`src/rtl/vga_timing_gen.sv`:
```
// Parametrised VGA raster timing generator.
// Produces pixel coordinates, an active-area flag, sync/blank outputs delayed
// by a configurable pipeline, and line/frame event pulses with a frame counter.
module vga_timing_gen #(
    parameter int H_ACTIVE = 640,
    parameter int H_FP     = 16,
    parameter int H_SYNC   = 96,
    parameter int H_BP     = 48,
    parameter int V_ACTIVE = 480,
    parameter int V_FP     = 10,
    parameter int V_SYNC   = 2,
    parameter int V_BP     = 33,
    parameter int HS_POL   = 0,
    parameter int VS_POL   = 0,
    parameter int PIPE     = 2,
    parameter int CW       = 10
) (
    input  logic          clock,
    input  logic          resetn,
    input  logic          enable,
    output logic [CW-1:0] x_count,
    output logic [CW-1:0] y_count,
    output logic          display_area,
    output logic          vga_hs,
    output logic          vga_vs,
    output logic          vga_blank_n,
    output logic          line_start,
    output logic          frame_start,
    output logic [15:0]   frame_count
);

    localparam int H_TOTAL = H_ACTIVE + H_FP + H_SYNC + H_BP;
    localparam int V_TOTAL = V_ACTIVE + V_FP + V_SYNC + V_BP;

    localparam logic [CW-1:0] X_LAST  = CW'(H_TOTAL - 1);
    localparam logic [CW-1:0] Y_LAST  = CW'(V_TOTAL - 1);
    localparam logic [CW-1:0] X_ACT   = CW'(H_ACTIVE);
    localparam logic [CW-1:0] Y_ACT   = CW'(V_ACTIVE);
    localparam logic [CW-1:0] X_HS0   = CW'(H_ACTIVE + H_FP);
    localparam logic [CW-1:0] X_HS1   = CW'(H_ACTIVE + H_FP + H_SYNC);
    localparam logic [CW-1:0] Y_VS0   = CW'(V_ACTIVE + V_FP);
    localparam logic [CW-1:0] Y_VS1   = CW'(V_ACTIVE + V_FP + V_SYNC);

    localparam logic HS_ON  = (HS_POL != 0);
    localparam logic HS_OFF = !HS_ON;
    localparam logic VS_ON  = (VS_POL != 0);
    localparam logic VS_OFF = !VS_ON;

    logic [CW-1:0] x_q, x_d, y_q, y_d;
    logic [15:0]   fc_q, fc_d;
    logic          disp_q, disp_d;
    logic          ls_q, ls_d, fs_q, fs_d;
    logic          hs_raw, vs_raw, blank_raw;

    // Next raster position, event pulses and frame counter.
    always_comb begin
        x_d  = x_q;
        y_d  = y_q;
        fc_d = fc_q;
        ls_d = 1'b0;
        fs_d = 1'b0;
        if (enable) begin
            if (x_q == X_LAST) begin
                x_d  = '0;
                ls_d = 1'b1;
                if (y_q == Y_LAST) begin
                    y_d  = '0;
                    fs_d = 1'b1;
                    fc_d = fc_q + 16'd1;
                end else begin
                    y_d = y_q + 1'b1;
                end
            end else begin
                x_d = x_q + 1'b1;
            end
        end
        // Computed from the next position so it lines up with the registered counters.
        disp_d = (x_d < X_ACT) && (y_d < Y_ACT);
    end

    // Raster state registers; reset lands on the active origin without a pulse.
    always_ff @(posedge clock or negedge resetn) begin
        if (!resetn) begin
            x_q    <= '0;
            y_q    <= '0;
            fc_q   <= '0;
            disp_q <= 1'b1;
            ls_q   <= 1'b0;
            fs_q   <= 1'b0;
        end else begin
            x_q    <= x_d;
            y_q    <= y_d;
            fc_q   <= fc_d;
            disp_q <= disp_d;
            ls_q   <= ls_d;
            fs_q   <= fs_d;
        end
    end

    // Undelayed sync/blank decoded from the registered position.
    always_comb begin
        hs_raw    = (x_q >= X_HS0 && x_q < X_HS1) ? HS_ON : HS_OFF;
        vs_raw    = (y_q >= Y_VS0 && y_q < Y_VS1) ? VS_ON : VS_OFF;
        blank_raw = disp_q;
    end

    generate
        if (PIPE == 0) begin : g_nopipe
            assign vga_hs      = hs_raw;
            assign vga_vs      = vs_raw;
            assign vga_blank_n = blank_raw;
        end else begin : g_pipe
            logic [PIPE-1:0] hs_pipe_q, hs_pipe_d;
            logic [PIPE-1:0] vs_pipe_q, vs_pipe_d;
            logic [PIPE-1:0] bl_pipe_q, bl_pipe_d;

            // Delay line advances only on enabled pixel clocks.
            always_comb begin
                hs_pipe_d = hs_pipe_q;
                vs_pipe_d = vs_pipe_q;
                bl_pipe_d = bl_pipe_q;
                if (enable) begin
                    hs_pipe_d[0] = hs_raw;
                    vs_pipe_d[0] = vs_raw;
                    bl_pipe_d[0] = blank_raw;
                    for (int i = 1; i < PIPE; i++) begin
                        hs_pipe_d[i] = hs_pipe_q[i-1];
                        vs_pipe_d[i] = vs_pipe_q[i-1];
                        bl_pipe_d[i] = bl_pipe_q[i-1];
                    end
                end
            end

            // Delay registers reset to inactive sync and blanked video.
            always_ff @(posedge clock or negedge resetn) begin
                if (!resetn) begin
                    hs_pipe_q <= {PIPE{HS_OFF}};
                    vs_pipe_q <= {PIPE{VS_OFF}};
                    bl_pipe_q <= '0;
                end else begin
                    hs_pipe_q <= hs_pipe_d;
                    vs_pipe_q <= vs_pipe_d;
                    bl_pipe_q <= bl_pipe_d;
                end
            end

            assign vga_hs      = hs_pipe_q[PIPE-1];
            assign vga_vs      = vs_pipe_q[PIPE-1];
            assign vga_blank_n = bl_pipe_q[PIPE-1];
        end
    endgenerate

    assign x_count      = x_q;
    assign y_count      = y_q;
    assign display_area = disp_q;
    assign line_start   = ls_q;
    assign frame_start  = fs_q;
    assign frame_count  = fc_q;

endmodule

```
`config.mk`:
```
export PLATFORM = sky130hd
export DESIGN_NAME = vga_timing_gen
export DESIGN_NICKNAME = d
export VERILOG_FILES = /design/src/rtl/vga_timing_gen.sv
export SDC_FILE = /design/constraint.sdc
export NUM_CORES = 1
export LEC_CHECK = 0
export ABC_CLOCK_PERIOD_IN_PS = 3600
export BUFFER_PORTS_ARGS = -buffer_cell sky130_fd_sc_hd__buf_4
export CORE_ASPECT_RATIO = 1.4
export CORE_MARGIN = 2
export CORE_UTILIZATION = 30
export DETAILED_ROUTE_END_ITERATION = 16
export PLACE_DENSITY = 0.52
export SLEW_MARGIN = 10
export SYNTH_ARGS = -nofsm -noshare
export SYNTH_HDL_FRONTEND = slang
export SYNTH_SLANG_ARGS = --single-unit
```
`constraint.sdc`:
```
create_clock -name clock -period 3.6 [get_ports clock]
set_input_delay 0.36 -clock clock [delete_from_list [all_inputs] [get_ports clock]]
set_output_delay 0.36 -clock clock [all_outputs]
set_load 0.02 [all_outputs]
```
# Yosys cells after proc, flatten, opt, wreduce, memory -nomap -nowiden
# Cells that the tools add are included.
# word_totals
ff_bits	45
in_bits	3
out_inout_bits	42
word_cells	36
# op_classes
add_sub_neg	3
order_cmp	6
n_eq_ne	2
n_mux	12
n_reduce_logical	4
# ops
operator	n
2-to-1 mux 10 bit	5
adder 10 x 1 -> 10 bit, second input constant	2
== test 10 bit, second input constant	2
less-than comparator 10 bit, second input constant	2
less-than comparator 10 x 9 -> 1 bit, second input constant	2
adder 16 x 1 -> 16 bit, second input constant	1
greater-or-equal comparator 10 bit, second input constant	1
greater-or-equal comparator 10 x 9 -> 1 bit, second input constant	1
2-to-1 mux 1 bit	7
logical AND 1 bit	3
AND reduction 3 bit	1

# Depth between registers and ports, before layout
# logic_depth
word_depth	6
mapped_depth	9
mapped_depth_nobuf	7

# Worst setup path after synthesis
# OpenSTA, ideal clock, no wires.
# synth_timing
path_type	register -> register
startpoint	register x_q[5] (netlist: x_count[5])
endpoint	register disp_q (netlist: display_area)
setup_ps	93
t_arrival_ps	2402
required_time_ps	3507
slack_ps	1104
path_stages_with_launch	6
path_buffers	0
period_less_slack_ps	2496
path_cell_list	dfrtp_1 or4b_4 or4_4 or3_1 a222oi_1 a211oi_1
# synth_via
elab_chain_len	5
word_cells_on_any_way	9
cone_classes	1 x add/sub; 2 x order compare; 1 x eq/ne; 4 x mux; 1 x reduce/logical
# synth_rtl
item	line_no	text
start: declaration	49	logic [CW-1:0] x_q, x_d, y_q, y_d;
start signal: assignment	84	x_q <= '0;
start signal: assignment	91	x_q <= x_d;
adder 10 x 1 -> 10 bit / == test 10 bit (equally long branches)	74, 63	
2-to-1 mux 10 bit	63	if (x_q == X_LAST) begin
2-to-1 mux 10 bit	62	if (enable) begin
less-than comparator 10 bit / less-than comparator 10 x 9 -> 1 bit (equally long branches)	78	disp_d = (x_d < X_ACT) && (y_d < Y_ACT);
logical AND 1 bit *	78	
via disp_d	51	logic disp_q, disp_d;
end signal: assignment	94	disp_q <= disp_d;
end: declaration	51	
# Mark *: on every way through the listed nets, which the timed path passes. The rest lies on a longest branch.
# A chain may end at the register's enable or synchronous reset.

# Worst setup path after layout
# layout_timing
startpoint	register x_q[5] (netlist: x_count[5])
endpoint	register fc_q[13] (netlist: frame_count[13])
# layout_via
elab_chain_len	2
# layout_rtl
item	line_no	text
== test 10 bit	63	
AND reduction 3 bit (no line)	-	
end signal: assignment	86	fc_q <= '0;
end signal: assignment	93	fc_q <= fc_d;
end: declaration	50	logic [15:0] fc_q, fc_d;
# No other way between the ends.

==> flow_summary_export.csv <==
group,metric,value,unit
run_status,status,"finished, final reports clean",
place,portBuffers,44,
timing,max_freq,0.387,GHz
cells_and_area,drive_gt1_share,27.6,%
die,row_count,36,
synth,synthCells,196,
timing,holdWs,46.6,ps
global_routing,grt_max_degree,46,
clock_network,clock-root-buffer,"clkbuf_8",
critical_path,path_cells,"or4b_4, or3_1, inv_1, nand4_2, nand3b_1, xnor2_1",
synth,ys.flop_type,"dfrtp_1",
clock_network,cts.path.max_buffers,2,
cells_and_area,final_cell_mix,"buf_4 (45), dfrtp_1 (40), nand2_1 (20)",
cells_and_area,layout_commonest_cell,"buf_4",
timing,finalSetupTns,0,ps
clock_network,cts_inserted_buffers,5,
drt,drt_pass1_iterations,4,
die,initial_core_util,30.9,%
global_routing,grt_antenna_before_repair,0,
place,dp_hpwl,3460,um
cells_and_area,finish.net_count,252,
power_and_ir_drop,finalPower,1060,uW
critical_path,r2r-start,"x_count[5]",
synth,synthArstFlopShare,100,%
timing,grt_setup_unrepaired,"no",
synth,yosysSeqAreaShare,52.4,%
synth,synth-edff-count,0,
global_routing,grt_pass1_wl,8010,um
power_and_ir_drop,leakage,0.00126,uW
critical_path,slowest_stage,"or4b_4",
clock_network,cts_tree,"built",
clock_network,clk_pin_slew_worst_paths,80,ps
synth,ys_types,42,
die,die_width,75.7,um
cells_and_area,post-route-util,37.7,%
drt,drt-total-wl,4770,um
critical_path,worstRegToRegCells,6,
hold_path,min_path_type,"in -> async",
critical_path,crit_type,"reg -> reg",
drt,viasPerCell,4.78,
critical_path,timing.critical_path.slowest_cell_delay,580,ps
clock_network,clkLatencyLatePin,300,ps
cells_and_area,area_growth,21.8,%
cells_and_area,final_area,0.00263,mm^2
global_routing,grt_pass1_vias,1614,
clock_network,hold_buffers,0,
die,num_io_pins,45,
critical_path,setup.worst_path.end_class,"flop",
critical_path,r2r-end,"frame_count[13]",
timing,finalCritPeriodShare,71.8,%
power_and_ir_drop,ir_drop,0.000179,V
timing,maxSlewViolCount,0,
clock_network,cts.sinks,45,
timing,tightest_slew,569,ps
drt,drtIter0Drc,94,
power_and_ir_drop,power_density,404,mW/mm^2
synth,syn_area,0.00216,mm^2
timing,clock_skew,6.71,ps
drt,drt-wirelength-per-cell,14.1,um
timing,hold_viol_final,0,
place,post_dp_cell_area,0.00255,mm^2
drt,vias,1614,
drt,drc,0,
die,die_area,0.00791,mm^2
critical_path,crit_arrival,2770,ps
die,coreArea,0.00698,mm^2
timing,setup_viol,0,
synth,yosysWarnings,0,
critical_path,path_max_fanout,11,
global_routing,grt_use_total,13.1,%
clock_network,ctsResizeCount,0,
drt,final_antenna_net_count,0,
clock_network,h-tree-depth,2,
critical_path,cp_num_buf_inv,1,
critical_path,startpoint_type,"flop",
synth,avgSynthCellArea,11.0,um^2
timing,min_period,2580,ps
critical_path,critPathTopFamily,"simple AND/OR/NAND/NOR gates",
die,die_y,104,um
global_routing,overflow,0,
timing,max_slew_margin,62.0,%
synth,syn_nets,205,
place,place_congestion,0.754,
clock_network,cts_setup_buffers,0,
cells_and_area,diodes,0,
critical_path,crit_required,3790,ps
critical_path,regToRegSetupSlack,1020,ps
synth,synth_seq_cells,45,
job,max_cap_violations,0,
[power by group]
group	leakage [uW]	switching, uW	internal [uW]
Sequential	0.000575	47.9	534
Clock	0.0000410	172	132
Combinational	0.000646	99.3	79.7
Total	0.00126	319	746
[kinds of logic (layout without fill, tap and decap cells)]
kind of cell    count (synthesis)  after routing  synth area share [%]
fa+ha+maj                       6              6                  3.47
mux                             5              5                  2.61
buf+inv                        12             59                  4.11
compound gates                 20             20                  6.14
flops                          45             45                  52.4
simple gates                   83             83                  21.1
xor+xnor                       25             25                  10.1
[flip-flops by register name (all words and copies together) (netlist names)]
register and flops:
frame_count 16, x_count 10, y_count 10, g_pipe.bl_pipe_q 2
g_pipe.hs_pipe_q 2, g_pipe.vs_pipe_q 2, display_area 1, frame_start 1
line_start 1
[stage by stage]
stage	worst slack [ps]	instances
2_1_floorplan	1100	196
3_3_place_gp	1090	331
3_5_place_dp	1020	331
4_1_cts	1000	338
5_1_grt	826	338
6_report	1020	338
[cells in the mapped netlist (all sizes together), types with 2 or more instances]
cell type / n / share of area (%)
and3: 5 / 1.4
nand3: 10 / 2.3
ha: 6 / 3.5
dfstp: 5 / 6.1
buf: 2 / 0.87
o21ai: 9 / 2.1
or3: 5 / 1.6
o31ai: 2 / 0.69
or4: 2 / 0.87
o22a: 2 / 0.81
and2: 2 / 0.58
xnor2: 11 / 4.5
xor2: 14 / 5.7
inv: 7 / 1.2
dfrtp: 40 / 46
nand2b: 2 / 0.58
nand2: 20 / 3.5
nand4: 10 / 3.2
mux2: 5 / 2.6
nor2: 15 / 2.6
nor3: 4 / 1.2
and4: 3 / 1.2
clkbuf: 2 / 0.52
[worst max-delay path by stage]
stage	start	end	slack, ps	cells after the start
4_1_cts	x_count[5]	frame_count[13]	1000	6
5_1_grt	x_count[5]	frame_count[13]	830	6
3_5_place_dp	x_count[5]	frame_count[13]	1020	6
6_report	x_count[5]	frame_count[13]	1020	6
3_3_place_gp	x_count[5]	display_area	1090	5
2_1_floorplan	x_count[5]	display_area	1100	5
[final cells by class]
class | instances | area (um^2)
clock inverter | 1 | 5.00
inverter | 7 | 26.3
sequential | 45 | 1130
timing repair buffer | 45 | 338
clock buffer | 6 | 72.6
fill | 712 | 4350
tap | 95 | 119
multi-input combinational | 139 | 940
[per-layer routing]
layer  track usage [%]  share of wire, %
met1              16.4                45
met2              21.6                50
met3              3.29               3.7
met4              4.39               1.5
met5                 0                 0
Note: power is estimated with default switching activity, not from simulation.
